==> src/rtl/gf2_solution_search_pkg.sv <==
// Shared types and bit-counting helpers for the GF(2) solution search stage.
package gf2_search_pkg;

   typedef enum logic [2:0] {IDLE, EVAL, EMIT, EMIT_MIN, DONE} state_t;

   localparam logic MODE_ALL = 1'b0;
   localparam logic MODE_MIN = 1'b1;

   function automatic int popcount(input logic [63:0] v);
      popcount = 0;
      for (int i = 0; i < 64; i++) popcount += int'(v[i]);
   endfunction

   // Index of the lowest set bit; callers guarantee v != 0.
   function automatic int ctz(input logic [63:0] v);
      ctz = 0;
      for (int i = 63; i >= 0; i--) if (v[i]) ctz = i;
   endfunction

   function automatic logic [63:0] low_mask(input int n);
      for (int i = 0; i < 64; i++) low_mask[i] = (i < n);
   endfunction

endpackage

==> src/rtl/gf2_solution_search_if.sv <==
// AXI-Stream beat channel used for serialized solution vectors.
interface axi_stream_if #(parameter int DATA_WIDTH = 8);
   logic                  tvalid;
   logic                  tready;
   logic                  tlast;
   logic [DATA_WIDTH-1:0] tdata;

   modport master (output tvalid, tdata, tlast, input tready);
   modport slave  (input tvalid, tdata, tlast, output tready);
endinterface

==> src/rtl/gf2_solution_search_serializer.sv <==
// Splits one vector into LSB-first stream beats; ready pulses on the final handshake.
module solution_serializer #(
   parameter int VEC_W  = 16,
   parameter int DATA_W = 8,
   parameter int LEN_W  = 5
) (
   input  logic             clk,
   input  logic             rst_n,
   input  logic             start,
   input  logic [VEC_W-1:0] vector,
   input  logic [LEN_W-1:0] length,
   input  logic             last,
   axi_stream_if.master     beat_stream,
   output logic             ready
);
   localparam int NB   = (VEC_W + DATA_W - 1) / DATA_W;
   localparam int SH_W = NB * DATA_W;
   localparam int BC_W = $clog2(NB + 1);

   logic [SH_W-1:0] shreg;
   logic [BC_W-1:0] beats, beats_init;
   logic            valid, last_r, fire;

   // A zero length still produces one all-zero beat so the handshake always completes.
   assign beats_init = (length == '0) ? BC_W'(1)
                                      : BC_W'((int'(length) + DATA_W - 1) / DATA_W);
   assign fire  = valid && beat_stream.tready;
   assign ready = fire && (beats == BC_W'(1));

   assign beat_stream.tvalid = valid;
   assign beat_stream.tdata  = shreg[DATA_W-1:0];
   assign beat_stream.tlast  = last_r && (beats == BC_W'(1));

   always_ff @(posedge clk) begin
      if (!rst_n) begin
         shreg  <= '0;
         beats  <= '0;
         valid  <= 1'b0;
         last_r <= 1'b0;
      end else if (start) begin
         shreg  <= SH_W'(vector);
         beats  <= beats_init;
         valid  <= 1'b1;
         last_r <= last;
      end else if (fire) begin
         shreg <= shreg >> DATA_W;
         beats <= beats - BC_W'(1);
         if (beats == BC_W'(1)) valid <= 1'b0;
      end
   end
endmodule

==> src/rtl/gf2_solution_search.sv <==
// Gray-code walk over x0 + span(bases), tracking the minimum-weight solution and streaming results.
module gf2_solution_search
   import gf2_search_pkg::*;
#(
   parameter int MAX_VARS       = 16,
   parameter int MAX_FREE       = 8,
   parameter int AXI_DATA_WIDTH = 8,
   parameter int MAX_VARS_W     = $clog2(MAX_VARS + 1),
   parameter int MAX_FREE_W     = $clog2(MAX_FREE + 1)
) (
   input  logic                               clk,
   input  logic                               rst_n,
   input  logic                               start,
   input  logic                               mode,
   input  logic [MAX_VARS_W-1:0]              vars,
   input  logic [MAX_FREE_W-1:0]              free_count,
   input  logic [MAX_VARS-1:0]                x0,
   input  logic [MAX_FREE-1:0][MAX_VARS-1:0]  bases,
   output logic                               busy,
   output logic                               done,
   output logic                               err,
   output logic [MAX_VARS_W-1:0]              min_weight,
   output logic [MAX_VARS-1:0]                min_solution,
   output logic [MAX_FREE:0]                  solution_count,
   axi_stream_if.master                       solution_stream
);
   localparam int IDX_W = (MAX_FREE > 1) ? $clog2(MAX_FREE) : 1;

   state_t                              state, state_nx;
   logic                                mode_r;
   logic [MAX_VARS_W-1:0]               vars_r, w;
   logic [MAX_FREE_W-1:0]               fc_r;
   logic [MAX_FREE-1:0][MAX_VARS-1:0]   bases_r;
   logic [MAX_VARS-1:0]                 x_cur, mask, mask_in, min_nx, ser_vec;
   logic [MAX_FREE:0]                   k, last_k;
   logic [IDX_W-1:0]                    flip_idx;
   logic                                better, is_last, eval_en, step_en;
   logic                                ser_start, ser_last, ser_ready;

   assign mask_in  = MAX_VARS'(low_mask(int'(vars)));
   assign mask     = MAX_VARS'(low_mask(int'(vars_r)));
   assign last_k   = (MAX_FREE+1)'((64'd1 << fc_r) - 64'd1);
   assign is_last  = (k == last_k);
   assign flip_idx = IDX_W'(ctz(64'(k + 1'b1)));
   assign w        = MAX_VARS_W'(popcount(64'(x_cur)));
   assign better   = (w < min_weight);
   assign min_nx   = better ? x_cur : min_solution;
   assign busy     = (state == EVAL) || (state == EMIT) || (state == EMIT_MIN);
   assign done     = (state == DONE);

   always_comb begin
      state_nx  = state;
      eval_en   = 1'b0;
      step_en   = 1'b0;
      ser_start = 1'b0;
      ser_vec   = x_cur;
      ser_last  = 1'b0;
      case (state)
         IDLE: if (start) state_nx = (int'(free_count) > MAX_FREE) ? DONE : EVAL;
         EVAL: begin
            eval_en = 1'b1;
            if (mode_r == MODE_ALL) begin
               ser_start = 1'b1;
               ser_last  = is_last;
               state_nx  = EMIT;
            end else if (is_last) begin
               // Hand the serializer the minimum including this cycle's candidate.
               ser_start = 1'b1;
               ser_vec   = min_nx;
               ser_last  = 1'b1;
               state_nx  = EMIT_MIN;
            end else begin
               step_en = 1'b1;
            end
         end
         EMIT: if (ser_ready) begin
            if (is_last) state_nx = DONE;
            else begin
               step_en  = 1'b1;
               state_nx = EVAL;
            end
         end
         EMIT_MIN: if (ser_ready) state_nx = DONE;
         DONE:     state_nx = IDLE;
         default:  state_nx = IDLE;
      endcase
   end

   always_ff @(posedge clk) begin
      if (!rst_n) begin
         state          <= IDLE;
         err            <= 1'b0;
         min_weight     <= '1;
         min_solution   <= '0;
         solution_count <= '0;
         mode_r         <= MODE_ALL;
         vars_r         <= '0;
         fc_r           <= '0;
         bases_r        <= '0;
         x_cur          <= '0;
         k              <= '0;
      end else begin
         state <= state_nx;
         if (state == IDLE && start) begin
            err            <= (int'(free_count) > MAX_FREE);
            min_weight     <= '1;
            solution_count <= '0;
            mode_r         <= mode;
            vars_r         <= vars;
            fc_r           <= free_count;
            bases_r        <= bases;
            x_cur          <= x0 & mask_in;
            k              <= '0;
         end
         if (eval_en) begin
            solution_count <= solution_count + 1'b1;
            if (better) begin
               min_weight   <= w;
               min_solution <= x_cur;
            end
         end
         if (step_en) begin
            x_cur <= x_cur ^ (bases_r[flip_idx] & mask);
            k     <= k + 1'b1;
         end
      end
   end

   solution_serializer #(
      .VEC_W (MAX_VARS),
      .DATA_W(AXI_DATA_WIDTH),
      .LEN_W (MAX_VARS_W)
   ) u_ser (
      .clk        (clk),
      .rst_n      (rst_n),
      .start      (ser_start),
      .vector     (ser_vec),
      .length     (vars_r),
      .last       (ser_last),
      .beat_stream(solution_stream),
      .ready      (ser_ready)
   );
endmodule

==> src/flat_wrapper.sv <==
// flat-port wrapper written by rule: the top's interface ports become plain ports
module gf2_solution_search_flat import gf2_search_pkg::*;
#(
   parameter int MAX_VARS       = 16,
   parameter int MAX_FREE       = 8,
   parameter int AXI_DATA_WIDTH = 8,
   parameter int MAX_VARS_W     = $clog2(MAX_VARS + 1),
   parameter int MAX_FREE_W     = $clog2(MAX_FREE + 1)
)
  (clk, rst_n, start, mode, vars, free_count, x0, bases, busy, done, err, min_weight, min_solution, solution_count, solution_stream_tvalid, solution_stream_tdata, solution_stream_tlast, solution_stream_tready);
  axi_stream_if #(.DATA_WIDTH(8)) solution_stream_i ();
  input  logic clk;
  input  logic rst_n;
  input  logic start;
  input  logic mode;
  input  logic [MAX_VARS_W-1:0] vars;
  input  logic [MAX_FREE_W-1:0] free_count;
  input  logic [MAX_VARS-1:0] x0;
  input  logic [MAX_FREE-1:0][MAX_VARS-1:0] bases;
  output logic busy;
  output logic done;
  output logic err;
  output logic [MAX_VARS_W-1:0] min_weight;
  output logic [MAX_VARS-1:0] min_solution;
  output logic [MAX_FREE:0] solution_count;
  output wire logic [$bits(solution_stream_i.tvalid)-1:0] solution_stream_tvalid;
  output wire logic [$bits(solution_stream_i.tdata)-1:0] solution_stream_tdata;
  output wire logic [$bits(solution_stream_i.tlast)-1:0] solution_stream_tlast;
  input wire logic [$bits(solution_stream_i.tready)-1:0] solution_stream_tready;
  assign solution_stream_tvalid = solution_stream_i.tvalid;
  assign solution_stream_tdata = solution_stream_i.tdata;
  assign solution_stream_tlast = solution_stream_i.tlast;
  assign solution_stream_i.tready = solution_stream_tready;
  gf2_solution_search #(.MAX_VARS(MAX_VARS), .MAX_FREE(MAX_FREE), .AXI_DATA_WIDTH(AXI_DATA_WIDTH), .MAX_VARS_W(MAX_VARS_W), .MAX_FREE_W(MAX_FREE_W)) u_core (.clk(clk), .rst_n(rst_n), .start(start), .mode(mode), .vars(vars), .free_count(free_count), .x0(x0), .bases(bases), .busy(busy), .done(done), .err(err), .min_weight(min_weight), .min_solution(min_solution), .solution_count(solution_count), .solution_stream(solution_stream_i));
endmodule
==> config.mk <==
export PLATFORM = sky130hd
export DESIGN_NAME = gf2_solution_search_flat
export DESIGN_NICKNAME = d
export VERILOG_FILES = /design/src/rtl/gf2_solution_search_pkg.sv /design/src/rtl/gf2_solution_search_if.sv /design/src/rtl/gf2_solution_search_serializer.sv /design/src/rtl/gf2_solution_search.sv /design/src/flat_wrapper.sv
export SDC_FILE = /design/constraint.sdc
export NUM_CORES = 1
export LEC_CHECK = 0
export BUFFER_PORTS_ARGS = -buffer_cell sky130_fd_sc_hd__buf_4
export CAP_MARGIN = 20
export CORE_MARGIN = 10
export CORE_UTILIZATION = 40
export DETAILED_ROUTE_END_ITERATION = 6
export GPL_ROUTABILITY_DRIVEN = 0
export SLEW_MARGIN = 5
export SYNTH_ARGS = -nofsm -noshare
export SYNTH_HDL_FRONTEND = slang
export SYNTH_SLANG_ARGS = --single-unit
==> constraint.sdc <==
create_clock -name clk -period 14.5 [get_ports clk]
set_input_delay 0.725 -clock clk [delete_from_list [all_inputs] [get_ports clk]]
set_output_delay 0.725 -clock clk [all_outputs]
set_load 0.005 [all_outputs]
==> run summary <==
The tools report the capturing element type of the critical path as a flop. Setup violations remaining at the end of the flow were counted as 0. Once placement finished, the instance area stood at 0.01292 mm². During placement, the flow inserted port buffers numbering 200. The routed length per instance is 19.86 µm. Part of the total power dissipated in sequential elements: 38.6%.

In this run the power density over the cells is 140.8 mW/mm². Between clock sinks in the finished design, the worst skew comes to 0.01882 ns. Setup repair after global routing left no endpoint under its margin. The number of gates given a new drive strength after cts is 0.

For the row count, the log shows 61. Switching power as a share of total power: 33.02%. The minimum clock period after layout is 5.460 ns, and the static leakage is 5.606 nW.

The total overflow left after global routing is 0. The die covers 0.03570 mm². The number of setup buffers added after CTS is 0. The critical path class is reg2reg. The number of standard cells in the final layout excluding fillers was 1967; the share of layout cells above drive strength 1 was 19.19%. The logs give 0 for the count of yosys warnings during synthesis and 0.02801 mm² for the floorplan core area. For this run, the top clock speed supported by timing is 0.1832 GHz. For the buffer levels on the longest clock path, the log shows 3. The total track usage is 20.73%. Detailed placement ended at an HPWL of 28580 µm. In this run, CTS created clock tree buffers numbering 25. The depth of the worst register-to-register path is 19, and the die extent in y is 188.9 µm. The distinct cell type count of the synthesized netlist is 92, and the number of H-tree levels is 1. TritonCTS built the clock tree.

For this run, design rule violations remaining after detail routing come to 0. The tools report the endpoint of the worst-slack reg-to-reg timing path as u_core.u_ser.shreg[1]. For the number of nets in the synthesized netlist, the log shows 1632.

201 I/O pins were placed. The total internal power was 1.306 mW; the final max-slew violation count was 0. Number of instances in the placed design: 1922. For this design the total switching power over the nets is 643.7 µW. Of the available clock period, the critical path in the final layout requires 37.65%. Dividing the synthesized area by the synthesized cell count gives 7.869 µm². The most used flip-flop cell after synthesis is sky130_fd_sc_hd__dfxtp_1.

VDD sags by at most 0.07407 mV. Insertion delay to the later sink of the worst-skew pair: 0.53 ns. The number of flops mapped to enable cells by yosys works out to 0. The repair_antennas step left the layout with diodes totalling 0. At the pin with the least slew margin, the transition time is 1.118 ns.

The kind of launch point of the worst setup path is a flop. Setup total negative slack on the finished layout was measured at 0 ns. The tree built by TritonCTS fans out to 217 sinks.

Using the TritonRoute via totals, the vias-per-cell ratio works out to 5.631. The slack of the worst reg-to-reg path came out at 9.04 ns. The layout has 2774 filler cells.

The combinational group share of total power is 27.2%, and the proportion of synthesized flip-flops having asynchronous set or reset is 0%. In this run the remaining antenna-violating nets after routing total 0. The final instance area was 0.01384 mm². The worst register-to-register path begins at u_core.x_cur[1]. From synthesis to final layout, the design area changed by 21.25%. For the max-capacitance violation count, the log shows 0. The number of hold-repair buffers added at the cts stage came out at 0.

The worst hold path belongs to the class in2reg. The initial antenna violation count came out at 0. The hold violation count in the final report is 0.

The flow ran to the end, and the final reports show no timing, DRC or antenna violations. The run gives 11080 as the number of vias in the routed layout. The total of flip-flops plus latches after synthesis came out at 217.

In this run the cell area of the synthesized design comes to 0.01142 mm². The first global-routing pass estimated 60380 µm of wire. The run gives 40.76% as the initial cell density of the core. Clock-pin slew was measured on the worst setup and hold paths at 0.06 ns.

After technology mapping, the gate count stands at 1451. The root buffer selected by CTS was sky130_fd_sc_hd__clkbuf_16. In this run the horizontal extent of the chip is 188.9 µm. Following the worst setup path forward leads to its endpoint at u_core.u_ser.shreg[1]. The logs give 5 for the first-pass detailed-route iteration total and 0.4355 ns for the worst hold slack after final layout. The launching instance or port of the critical path is u_core.x_cur[1].

For this block, the initial DRC count from the detailed router was 925. For this run, the post-layout net count is 1754. The highest net fanout along the worst path was 8. The logs give 25.29% for the tightest slew margin relative to the limit and 34.2% for the clock share of power. The sequential-to-total area share from yosys stat is 38.05%, and the final core utilization is 49.42%.

For the worst setup path, the data required time is 14.87 ns. After detailed routing, the total wire length is 39070 µm. Entering global routing, the biggest net connects 116 pins.

The logs give 5.83 ns for the arrival time at the worst endpoint and 10620 for the number of global-route vias before repair.
-- cell type report --
type	instances	area, µm²	area share, %
clock buffers	31	688.2	4.971
clock inverters	12	175.2	1.265
inverters	37	143.9	1.039
multi-input cells	1076	6357	45.92
flip-flops and latches	217	4344	31.38
well taps	378	473.0	3.416
repair buffers	216	1662	12.00
-- sequential cells by signal, summed over array words and instances (netlist names) --
signal	flops
u_core.bases_r	128
u_core.min_solution	16
u_core.u_ser.shreg	16
u_core.x_cur	16
u_core.k	9
u_core.solution_count	9
u_core.min_weight	5
u_core.vars_r	5
u_core.fc_r	4
u_core.state	3
u_core.u_ser.beats	2
u_core.err	1
u_core.mode_r	1
u_core.u_ser.beat_stream.tvalid	1
u_core.u_ser.last_r	1
-- power groups by stage --
stage                     clock (mW)  combinational (mW)  sequential [mW]
after detailed placement           0               0.519            0.763
after floorplan                    0               0.383            0.727
after global placement             0               0.513            0.761
after CTS                      0.678               0.522            0.750
final                          0.667               0.530            0.752
after global routing           0.703               0.596            0.762
-- metal layers --
metal / vias to the layer above / track usage (%) / part of all wire, %
met3: 67 / 4.833 / 7.9
met5: - / 0 / 0
met4: 0 / 7.234 / 3.4
met1: 5231 / 27.42 / 44
li1: 5355 / - / -
met2: 423 / 32.40 / 45
-- worst min-delay path by stage --
stage                        startpoint             endpoint  cells past startpoint
floorplan            u_core.bases_r[83]   u_core.bases_r[83]                      2
global placement    u_core.bases_r[123]  u_core.bases_r[123]                      2
detailed placement  u_core.bases_r[101]  u_core.bases_r[101]                      2
CTS                              x0[13]     u_core.x_cur[13]                      3
global route                 bases[110]  u_core.bases_r[110]                      3
finish                            x0[6]      u_core.x_cur[6]                      3
-- cell families (layout without fill, tap and decap cells) --
| logic type | count (synthesis) | count (layout) | synth area share, % |
|---|---|---|---|
| xor gates and xnor gates | 9 | 9 | 0.6904 |
| muxes | 54 | 54 | 5.819 |
| adders and majority gates | 23 | 23 | 3.178 |
| and+or+nand+nor | 580 | 580 | 22.99 |
| DFF | 217 | 217 | 38.05 |
| buffers and inverters | 158 | 296 | 6.356 |
| AOI/OAI and AO/OA | 410 | 410 | 22.92 |
-- cell usage in the layout (no fill, tap or decap), drive strengths merged, types with 11 or more instances in the layout --
master,netlist,final
nand4,12,12
dfxtp,217,217
nor2,88,88
a211oi,35,35
or4,13,13
a21oi,201,201
o31ai,11,11
buf,45,216
mux2i,36,36
inv,37,39
nor3,20,20
nand3,38,38
clkbuf,76,31
o21ai,42,42
a21o,12,12
nand2,320,320
and3,22,22
ha,13,13
-- metrics by stage --
| stage | power [mW] | worst slack (ns) |
|---|---|---|
| 6_report | 1.950 | 9.040 |
| 5_1_grt | 2.060 | 8.724 |
| 4_1_cts | 1.950 | 8.774 |
| 3_5_place_dp | 1.283 | 8.799 |
| 3_3_place_gp | 1.274 | 8.856 |
| 2_1_floorplan | 1.110 | 9.267 |
-- Yosys cell counts (10+ instances only) --
cell type,instances,area (µm²)
sky130_fd_sc_hd__mux2_2,10,112.6
sky130_fd_sc_hd__buf_2,20,100.1
sky130_fd_sc_hd__o31ai_1,11,82.58
sky130_fd_sc_hd__ha_1,13,162.7
sky130_fd_sc_hd__o21ai_0,40,200.2
sky130_fd_sc_hd__nand2_1,319,1197
sky130_fd_sc_hd__clkbuf_1,75,281.5
sky130_fd_sc_hd__fa_1,10,200.2
sky130_fd_sc_hd__inv_1,36,135.1
sky130_fd_sc_hd__a211oi_1,34,255.2
sky130_fd_sc_hd__a211o_1,10,87.58
sky130_fd_sc_hd__buf_4,12,90.09
sky130_fd_sc_hd__a21oi_1,200,1001
sky130_fd_sc_hd__o211ai_1,10,75.07
sky130_fd_sc_hd__a21o_1,12,90.09
sky130_fd_sc_hd__nand4_1,11,68.82
sky130_fd_sc_hd__nor3_1,19,95.09
sky130_fd_sc_hd__nand3_1,38,190.2
sky130_fd_sc_hd__mux2i_1,36,360.4
sky130_fd_sc_hd__nor2_1,87,326.6
sky130_fd_sc_hd__dfxtp_1,217,4344
sky130_fd_sc_hd__nand2b_1,10,62.56
sky130_fd_sc_hd__or4_1,12,90.09
sky130_fd_sc_hd__and3_1,22,137.6
-- worst max-delay path: stages (launching register included) --
cell and delay (ns):
sky130_fd_sc_hd__dfxtp_1 0.42, sky130_fd_sc_hd__ha_1 0.26, sky130_fd_sc_hd__inv_1 0.07, sky130_fd_sc_hd__fa_1 0.43, sky130_fd_sc_hd__fa_1 0.55, sky130_fd_sc_hd__fa_1 0.44, sky130_fd_sc_hd__fa_1 0.49, sky130_fd_sc_hd__inv_1 0.05
sky130_fd_sc_hd__fa_1 0.37, sky130_fd_sc_hd__inv_1 0.08, sky130_fd_sc_hd__fa_1 0.40, sky130_fd_sc_hd__inv_1 0.08, sky130_fd_sc_hd__ha_1 0.22, sky130_fd_sc_hd__a21o_1 0.15, sky130_fd_sc_hd__a21o_1 0.17, sky130_fd_sc_hd__a21o_1 0.19
sky130_fd_sc_hd__a21o_1 0.23, sky130_fd_sc_hd__nand3_1 0.36, sky130_fd_sc_hd__mux2i_1 0.26, sky130_fd_sc_hd__a211oi_1 0.09
Power figures use the tool's default switching activity.
